<file path="src/rtl/evaluate_dispatch.sv">
// Evaluation front end: latches one board, clears and drives the
// evaluator bank, collects every term, then returns a saturated sum.
//
// Ports:
//   clk, reset      clock, synchronous active-high reset
//   in_*            board offer from search (valid/ready)
//   board_valid     board/castle_mask valid to the evaluators
//   board           registered board to the evaluators
//   castle_mask     registered castle rights to the evaluators
//   clear_eval      one-cycle pulse that restarts the evaluators
//   eval_valid_vec  per-evaluator done flags
//   eval_mg_vec     packed signed per-evaluator terms
//   out_*           saturated score and timeout flag (valid/ready)

`ifndef BOARD_WIDTH
`define BOARD_WIDTH 64
`endif

module evaluate_dispatch #(
  parameter int EVAL_WIDTH = 32,
  parameter int NUM_EVAL   = 4,
  parameter int TIMEOUT    = 63
) (
  input  logic                           clk,
  input  logic                           reset,
  input  logic                           in_valid,
  output logic                           in_ready,
  input  logic [`BOARD_WIDTH-1:0]        in_board,
  input  logic [3:0]                     in_castle_mask,
  output logic                           board_valid,
  output logic [`BOARD_WIDTH-1:0]        board,
  output logic [3:0]                     castle_mask,
  output logic                           clear_eval,
  input  logic [NUM_EVAL-1:0]            eval_valid_vec,
  input  logic [NUM_EVAL*EVAL_WIDTH-1:0] eval_mg_vec,
  output logic                           out_valid,
  input  logic                           out_ready,
  output logic [EVAL_WIDTH-1:0]          out_eval,
  output logic                           out_error
);

  localparam logic [2:0] S_IDLE  = 3'd0;
  localparam logic [2:0] S_CLEAR = 3'd1;
  localparam logic [2:0] S_EVAL  = 3'd2;
  localparam logic [2:0] S_SUM   = 3'd3;
  localparam logic [2:0] S_DONE  = 3'd4;

  // Sum width leaves room for NUM_EVAL terms plus a sign guard bit.
  localparam int SW = EVAL_WIDTH + $clog2(NUM_EVAL) + 1;
  localparam int CW = $clog2(TIMEOUT + 1);

  localparam logic [CW-1:0] TMO_LAST = CW'(TIMEOUT - 1);

  localparam logic signed [SW-1:0] SAT_MAX =
    {{(SW-EVAL_WIDTH+1){1'b0}}, {(EVAL_WIDTH-1){1'b1}}};
  localparam logic signed [SW-1:0] SAT_MIN =
    {{(SW-EVAL_WIDTH+1){1'b1}}, {(EVAL_WIDTH-1){1'b0}}};

  logic [2:0]                r_state;
  logic [`BOARD_WIDTH-1:0]   r_board;
  logic [3:0]                r_castle;
  logic [NUM_EVAL-1:0]       r_done;
  logic [CW-1:0]             r_cnt;
  logic [EVAL_WIDTH-1:0]     r_out_eval;
  logic                      r_out_error;
  logic [EVAL_WIDTH-1:0]     r_term [NUM_EVAL];

  logic [NUM_EVAL-1:0]       w_done_nxt;
  logic                      w_all_done;
  logic signed [SW-1:0]      w_sum;
  logic [EVAL_WIDTH-1:0]     w_sat;

  assign in_ready    = (r_state == S_IDLE) && !reset;
  assign clear_eval  = (r_state == S_CLEAR);
  assign board_valid = (r_state == S_EVAL);
  assign out_valid   = (r_state == S_DONE);
  assign board       = r_board;
  assign castle_mask = r_castle;
  assign out_eval    = r_out_eval;
  assign out_error   = r_out_error;

  // Counting this cycle's flags lets SUM follow the last valid directly.
  assign w_done_nxt = r_done | eval_valid_vec;
  assign w_all_done = &w_done_nxt;

  always_comb begin
    w_sum = '0;
    for (int i = 0; i < NUM_EVAL; i++) begin
      w_sum = w_sum +
        {{(SW-EVAL_WIDTH){r_term[i][EVAL_WIDTH-1]}}, r_term[i]};
    end
  end

  always_comb begin
    w_sat = w_sum[EVAL_WIDTH-1:0];
    if (w_sum > SAT_MAX) begin
      w_sat = SAT_MAX[EVAL_WIDTH-1:0];
    end else if (w_sum < SAT_MIN) begin
      w_sat = SAT_MIN[EVAL_WIDTH-1:0];
    end
  end

  always_ff @(posedge clk) begin
    if (reset) begin
      r_state     <= S_IDLE;
      r_board     <= '0;
      r_castle    <= '0;
      r_done      <= '0;
      r_cnt       <= '0;
      r_out_eval  <= '0;
      r_out_error <= 1'b0;
    end else begin
      unique case (r_state)
        S_IDLE: begin
          if (in_valid) begin
            r_board  <= in_board;
            r_castle <= in_castle_mask;
            r_state  <= S_CLEAR;
          end
        end
        S_CLEAR: begin
          // Flags seen here belong to the previous board.
          r_done  <= '0;
          r_cnt   <= '0;
          r_state <= S_EVAL;
        end
        S_EVAL: begin
          r_done <= w_done_nxt;
          if (w_all_done) begin
            r_state <= S_SUM;
          end else if (r_cnt == TMO_LAST) begin
            r_out_eval  <= '0;
            r_out_error <= 1'b1;
            r_state     <= S_DONE;
          end else begin
            r_cnt <= r_cnt + 1'b1;
          end
        end
        S_SUM: begin
          r_out_eval  <= w_sat;
          r_out_error <= 1'b0;
          r_state     <= S_DONE;
        end
        S_DONE: begin
          if (out_ready) begin
            r_done  <= '0;
            r_state <= S_IDLE;
          end
        end
        default: r_state <= S_IDLE;
      endcase
    end
  end

  // Each term is captured only on its evaluator's first valid cycle.
  always_ff @(posedge clk) begin
    if (r_state == S_EVAL) begin
      for (int i = 0; i < NUM_EVAL; i++) begin
        if (eval_valid_vec[i] && !r_done[i]) begin
          r_term[i] <= eval_mg_vec[i*EVAL_WIDTH +: EVAL_WIDTH];
        end
      end
    end
  end

endmodule

</file>
<file path="config.mk">
export PLATFORM = sky130hd
export DESIGN_NAME = evaluate_dispatch
export DESIGN_NICKNAME = d
export VERILOG_FILES = /design/src/rtl/evaluate_dispatch.sv
export SDC_FILE = /design/constraint.sdc
export NUM_CORES = 1
export LEC_CHECK = 0
export CORE_MARGIN = 2
export CORE_UTILIZATION = 40
export CTS_BUF_LIST = sky130_fd_sc_hd__clkbuf_4
export DETAILED_ROUTE_END_ITERATION = 12
export GPL_ROUTABILITY_DRIVEN = 0
export PLACE_DENSITY = 0.67
export REMOVE_ABC_BUFFERS = 1
export SETUP_SLACK_MARGIN = 0.5
export SLEW_MARGIN = 20
export SYNTH_ARGS = -nofsm -noshare
export SYNTH_HDL_FRONTEND = slang
export SYNTH_SLANG_ARGS = --single-unit
</file>
<file path="constraint.sdc">
create_clock -name clk -period 4.05 [get_ports clk]
set_input_delay 0.405 -clock clk [delete_from_list [all_inputs] [get_ports clk]]
set_output_delay 0.405 -clock clk [all_outputs]
set_load 0.005 [all_outputs]
</file>
==> results.toml, run 1 <==
[status]
status = "finished, violations left"
violations = "negative setup slack"

[run]
maxCapViolCount = 0

[setup_path]
worstPathMaxFanout = 19
critPathRequiredTime_ps = 4640
cp-startpoint = "r_term[2][13]"
cp-end-kind = "flop"
r2r_start = "r_term[2][13]"
arrival_ps = 4760
start_kind = "flop"
crit_type = "reg2reg"

[clock_tree]
cts_tree = "yes"
clock_sinks = 242
h-tree-depth = 3
cts.hold.buffers_added = 0
numCtsBuffers = 70
clk_pin_slew_ps = 60
cts_buffer_depth = 3
cts_root_buf = "clkbuf_4"
clk_latency_ps = 700

[final_layout]
nets = 1916
area_growth_pct = 45.5
layoutNonFillerInstCount = 2055
layout-drive-gt1-share = 0.185

[worst_hold_path]
hold_class = "in2reg"
min_from = "reset"

[global_route]
grt_usage = 0.209
grt_max_degree = 60
grt_pass1_vias = 10200
grt.busiest_layer = "met2"
overflow = 0
antenna_found_initial = 6
grt_pass1_wl_mm = 51.9
use_met3 = 0.0505
met1_usage = 0.262
met2_usage = 0.342

[floorplanning]
die_x_um = 179
start_util = 0.404
core_area_um2 = 30300
io_pins = 309
rows = 64
die_y_um = 179
dieArea_um2 = 32000

[yosys]
synthSimpleGateAreaFrac = 0.106
yosysWarnings = 0
synth_flop_cell = "edfxtp_1"
synth-edff-count = 128
syn-mean-instance-area_um2 = 10.3
async_flop_share = 0
synth.area.mux_share = 0.00255
synth_area_um2 = 12300
netlist-cell-type-count = 62
synth_top_family_by_area = "compound AO/OA/AOI/OAI gates"
yosysSeqAreaShare = 0.500
synth_xor_xnor_area_share = 0.0214
synth-seq-cells = 242
synthAdderAreaFrac = 0.143
synth-compound-area-share = 0.150
synth_cells = 1191

[sta]
rsz0062_at_grt = "true"
hold_violations = 0
fmax_mhz = 240
worst_pin_slew_ps = 895
setup_violations = 31
setup_ws_ps = -114
clock_skew_ps = 39.1
period_share = 1.03
slew_headroom = 0.403
maxSlewViolCount = 0
period_needed_ps = 4160
finalSetupTns_ps = -2180

[power_and_ir_drop]
p_per_area_nw_per_um2 = 398
leakage_uw = 0.00715
max-vdd-ir-drop_v = 0.000216

[place]
place_inst = 1914
io_buffers = 308
dpl.hpwl_mm = 24.3

[detailed_routing]
ant_nets = 0
wl_per_cell_um = 16.7
dr.pass1.iters = 4
vias = 10100
route.detailed.drc = 0
drt_iter0_drc = 525
via_per_inst = 4.92
wl_mm = 34.3
[power breakdown]
part / total (uW) / switching [uW] / internal [uW] / leakage, uW
sequential: 2730 / 46.1 / 2690 / 0.00209
combinational: 2180 / 1080 / 1100 / 0.00458
clock: 2180 / 1080 / 1100 / 0.000483
total: 7090 / 2200 / 4890 / 0.00715
[cells in the final DEF, fill, tap and decap left out, types with 11 or more instances in the layout]
master and count:
dfxtp_1 114, a21oi_1 98, nor2_1 32, a221oi_2 12, a221oi_1 19, inv_1 178
clkbuf_4 96, clkdlybuf4s50_1 307, buf_4 79, xor2_1 12, nand2_1 196, a21o_1 11
xnor2_1 18, o21ai_1 11, clkinv_1 12, o21ai_0 13, ha_1 26, fa_1 63
edfxtp_1 128, a21boi_1 26, o21ai_2 21
[area by class of cell]
type                    count  area [um2]
multi-input cells         707        5650
clock buffers              96         721
well taps                 396         495
inverters                 184         691
flip-flops and latches    242        6130
fillers                  2600       12500
repair buffers            406        4020
clock inverters            20         108
diodes                      4        10.0
[per-stage QoR]
step           total power, uW  area (um2)  hold slack, ps   util  worst slack [ps]
4_1_cts                   7040       17600             132  0.581             -47.0
5_1_grt                   7490       17800             169  0.587              -298
3_3_place_gp              4540       16300             441  0.536              -128
6_report                  7090       17800             190  0.587              -114
3_5_place_dp              4580       16300             446  0.536              -314
2_1_floorplan             3730       12000             447      -              -733
[state kept, by name (all words and copies together) (netlist names)]
| register | flops |
|---|---|
| r_term | 128 |
| board | 64 |
| out_eval | 32 |
| r_cnt | 6 |
| castle_mask | 4 |
| r_done | 4 |
| r_state | 3 |
| out_error | 1 |
[cell usage after synthesis, types with 7 or more instances]
cell | n | area [um2]
dfxtp_1 | 114 | 2280
xnor2_1 | 18 | 158
o21ai_0 | 41 | 205
fa_1 | 65 | 1300
clkbuf_1 | 39 | 146
nand3_1 | 8 | 40.0
nand2_1 | 197 | 739
a221oi_2 | 11 | 165
o21bai_1 | 7 | 52.6
a21boi_1 | 30 | 225
inv_1 | 184 | 691
ha_1 | 36 | 450
edfxtp_1 | 128 | 3840
xor2_1 | 12 | 105
a21o_1 | 11 | 82.6
and3_1 | 9 | 56.3
nand4_1 | 9 | 56.3
nor2_1 | 37 | 139
a31oi_1 | 7 | 43.8
a21oi_1 | 105 | 526
nor3_1 | 9 | 45.0
buf_2 | 10 | 50.1
a221oi_1 | 21 | 184
[worst max-delay path, stage by stage (launching register included)]
cell	delay, ps
edfxtp_1	360
inv_1	80
fa_1	440
fa_1	560
inv_2	50
ha_4	260
and4_4	230
and3_4	210
buf_6	100
o2111ai_4	140
and3_4	210
o2111ai_4	240
nand4_4	120
a41oi_4	360
buf_6	150
buf_12	160
o21ai_1	90
a221oi_1	270
[final timing paths]
check / endpoint / slack [ps] / cells past startpoint
worst max-delay path: out_eval[15] / -110 / 17
worst min-delay path: board[31] / 190 / 2
worst max register to register: out_eval[15] / -110 / 17
worst min register to register: board[37] / 450 / 2
[repair_timing]
item / CTS / global route
pin swaps: 46 / 17
setup endpoints to repair: 32 / 32
buffers inserted: 9 / 7
gates resized for setup: 86 / 39
gates cloned: 4 / 1
[per-layer routing]
layer,vias up,part of all wire
li1,4903,-
met1,4819,0.41
met5,-,0.00070
met4,4,0.035
met3,85,0.062
met2,293,0.49
[cell families (layout without fill, tap and decap cells)]
kind of cell	count (synthesis)	after routing
AO/OA/AOI/OAI	273	273
XOR/XNOR	30	30
adder cells (fa/ha/maj)	101	101
buffers and inverters	242	706
flip-flops	242	242
multiplexers	3	3
other	0	4
AND/OR/NAND/NOR	300	300
(Power assumes the default switching activity.)
==> run 2: changes to the inputs <==
ABC_AREA = 1   (was unset)
PLACE_DENSITY = 0.66   (was 0.67)
==> results.toml, run 2 <==
[status]
status = "finished clean"

[setup_path]
arrival_ps = 4120
worstPathMaxFanout = 7
cp-end-kind = "flop"
critPathRequiredTime_ps = 4550
crit_type = "reg2reg"
start_kind = "flop"

[floorplanning]
die_x_um = 182
rows = 65
start_util = 0.403
die_y_um = 182
core_area_um2 = 31300
io_pins = 309
dieArea_um2 = 33000

[final_layout]
mostFrequentLayoutCell = "nand2_1"
most-common-layout-cells = "335 x nand2_1, 306 x clkdlybuf4s50_1, 262 x inv_1"
nets = 2066
register_area_um2 = 6130
layout-drive-gt1-share = 0.150
fill_cells = 2822
area_growth_pct = 38.8
largest_reg_flops = 128
multiInputGateArea_um2 = 5670
layoutNonFillerInstCount = 2212
finalInstanceArea_um2 = 17500
largest-register = "r_term"

[yosys]
syn-mean-instance-area_um2 = 8.97
synth-compound-area-share = 0.0754
synth.area.mux_share = 0
synth-seq-cells = 242
synth_area_um2 = 12600
synth_flop_cell = "edfxtp_1"
yosysSeqAreaShare = 0.485
synthSimpleGateAreaFrac = 0.187
synthTopCellsByArea = "edfxtp_1 30%, dfxtp_1 18%, nand2_1 11%"
synth_cells = 1408
synth_xor_xnor_area_share = 0.0159
yosysWarnings = 0
netlist-cell-type-count = 38
yosysMostFrequentCell = "nand2_1"
async_flop_share = 0
yosys.area.top_type = "edfxtp_1"
synthAdderAreaFrac = 0.139
synth_top_family_by_area = "simple AND/OR/NAND/NOR gates"
synth-edff-count = 128
yosys-top-cells-count = "368 x nand2_1, 266 x inv_1, 128 x edfxtp_1"
synth_top_area_frac = 0.304

[place]
dpl.hpwl_mm = 23.9
io_buffers = 308
pre_cts_ws_ps = 366
place_inst = 2076
place_area_um2 = 16100

[global_route]
use_met3 = 0.0507
met1_usage = 0.250
antenna_found_initial = 4
grt_usage = 0.203
met2_usage = 0.334
grt_pass1_vias = 10400
overflow = 0
grt.busiest_layer = "met2"
grt_pass1_wl_mm = 52.8
grt_max_degree = 69

[clock_tree]
cts_tree = "yes"
clk_latency_ps = 690
clock_sinks = 242
cts_buffer_depth = 3
clk_pin_slew_ps = 70
h-tree-depth = 3
cts.hold.buffers_added = 0
numCtsBuffers = 69
cts_root_buf = "clkbuf_4"

[sta]
maxSlewViolCount = 0
setup_ws_ps = 436
period_needed_ps = 3610
rsz0062_at_grt = "true"
setup_violations = 0
period_share = 0.892
fmax_mhz = 277
clock_skew_ps = 51.1
slew_headroom = 0.312
finalSetupTns_ps = 0
worst_pin_slew_ps = 1030
hold_violations = 0

[detailed_routing]
via_per_inst = 4.70
drt_iter0_drc = 395
vias = 10400
wl_per_cell_um = 15.3
wl_mm = 33.9
route.detailed.drc = 0
dr.pass1.iters = 5
ant_nets = 0

[power_and_ir_drop]
max-vdd-ir-drop_v = 0.000341
p_per_area_nw_per_um2 = 672
leakage_uw = 0.00738
finalPower_uw = 11800

[run]
maxCapViolCount = 0

[worst_hold_path]
hold_class = "in2reg"
-- run 2: cell count changes in the layout (fill, tap and decap cells not counted), sizes merged, moves of 32 or more --
cell    change
nand2     +188
inv        +84
nand3      +82
buf        -79
o21ai      -41
a21oi      +32
a221oi     -32
-- run 2: logic make-up after synthesis --
logic type | Yosys count
AOI/OAI and AO/OA | 159
xor gates and xnor gates | 23
adders and majority gates | 101
buffers and inverters | 318
DFF | 242
and+or+nand+nor | 565
-- run 2: path summary, 6_finish.rpt --
check / start / end / slack (ps) / depth (start not counted)
setup / recovery: r_term[1][1] / out_eval[11] / 440 / 23
hold / removal: in_valid / board[6] / 180 / 3
setup reg to reg: r_term[1][1] / out_eval[11] / 440 / 23
hold reg to reg: board[29] / board[29] / 460 / 2
-- run 2: what timing repair did --
| action | 4_1_cts | 5_1_grt |
|---|---|---|
| cloned | 1 | 4 |
| endpoints found under the setup margin | 31 | 31 |
| buffers inserted | 3 | 5 |
| pin swaps | 4 | 27 |
| resized for setup | 18 | 74 |
-- run 2: critical path, stage by stage (launching register included) --
cell      delay, ps
edfxtp_1        340
inv_2            40
fa_1            550
inv_2            40
fa_1            470
ha_2            220
fa_2            400
nand2_2          70
nand2_2          60
nand3b_1        100
nand2_2          80
nand2_2          70
nand2_4          70
nand2_4          90
nand2_2          50
nand2_1          70
nand2_2          80
nor2_2          100
nand2_2         100
nand2_8         120
buf_12          150
nand2_2          60
nand2_2          50
a21oi_2          50
-- run 2: layer usage --
| layer | wire (um) | up-vias |
|---|---|---|
| met5 | 13 | - |
| li1 | - | 5165 |
| met1 | 14400 | 4837 |
| met3 | 2060 | 93 |
| met4 | 1370 | 2 |
| met2 | 16100 | 297 |
-- run 2: stage by stage --
step	utilization	hold slack (ps)
6_report	0.560	180
5_1_grt	0.560	140
4_1_cts	0.546	125
3_5_place_dp	0.514	451
3_3_place_gp	0.514	447
2_1_floorplan	-	448
-- run 2: area by class of cell --
cell class / count / share of cell area
Clock buffer: 99 / 0.0424
Antenna cell: 3 / 0.000428
Clock inverter: 18 / 0.00714
Inverter: 271 / 0.0582
Multi-Input combinational cell: 850 / 0.323
Sequential cell: 242 / 0.349
Timing Repair Buffer: 327 / 0.190
Tap cell: 402 / 0.0287
-- run 2: power by group --
part / internal, uW / total [uW] / leakage [uW] / switching, uW
registers: 2940 / 3070 / 0.00209 / 137
clock network: 1250 / 2290 / 0.000521 / 1040
logic: 2650 / 6420 / 0.00477 / 3770
total: 6840 / 11800 / 0.00738 / 4940
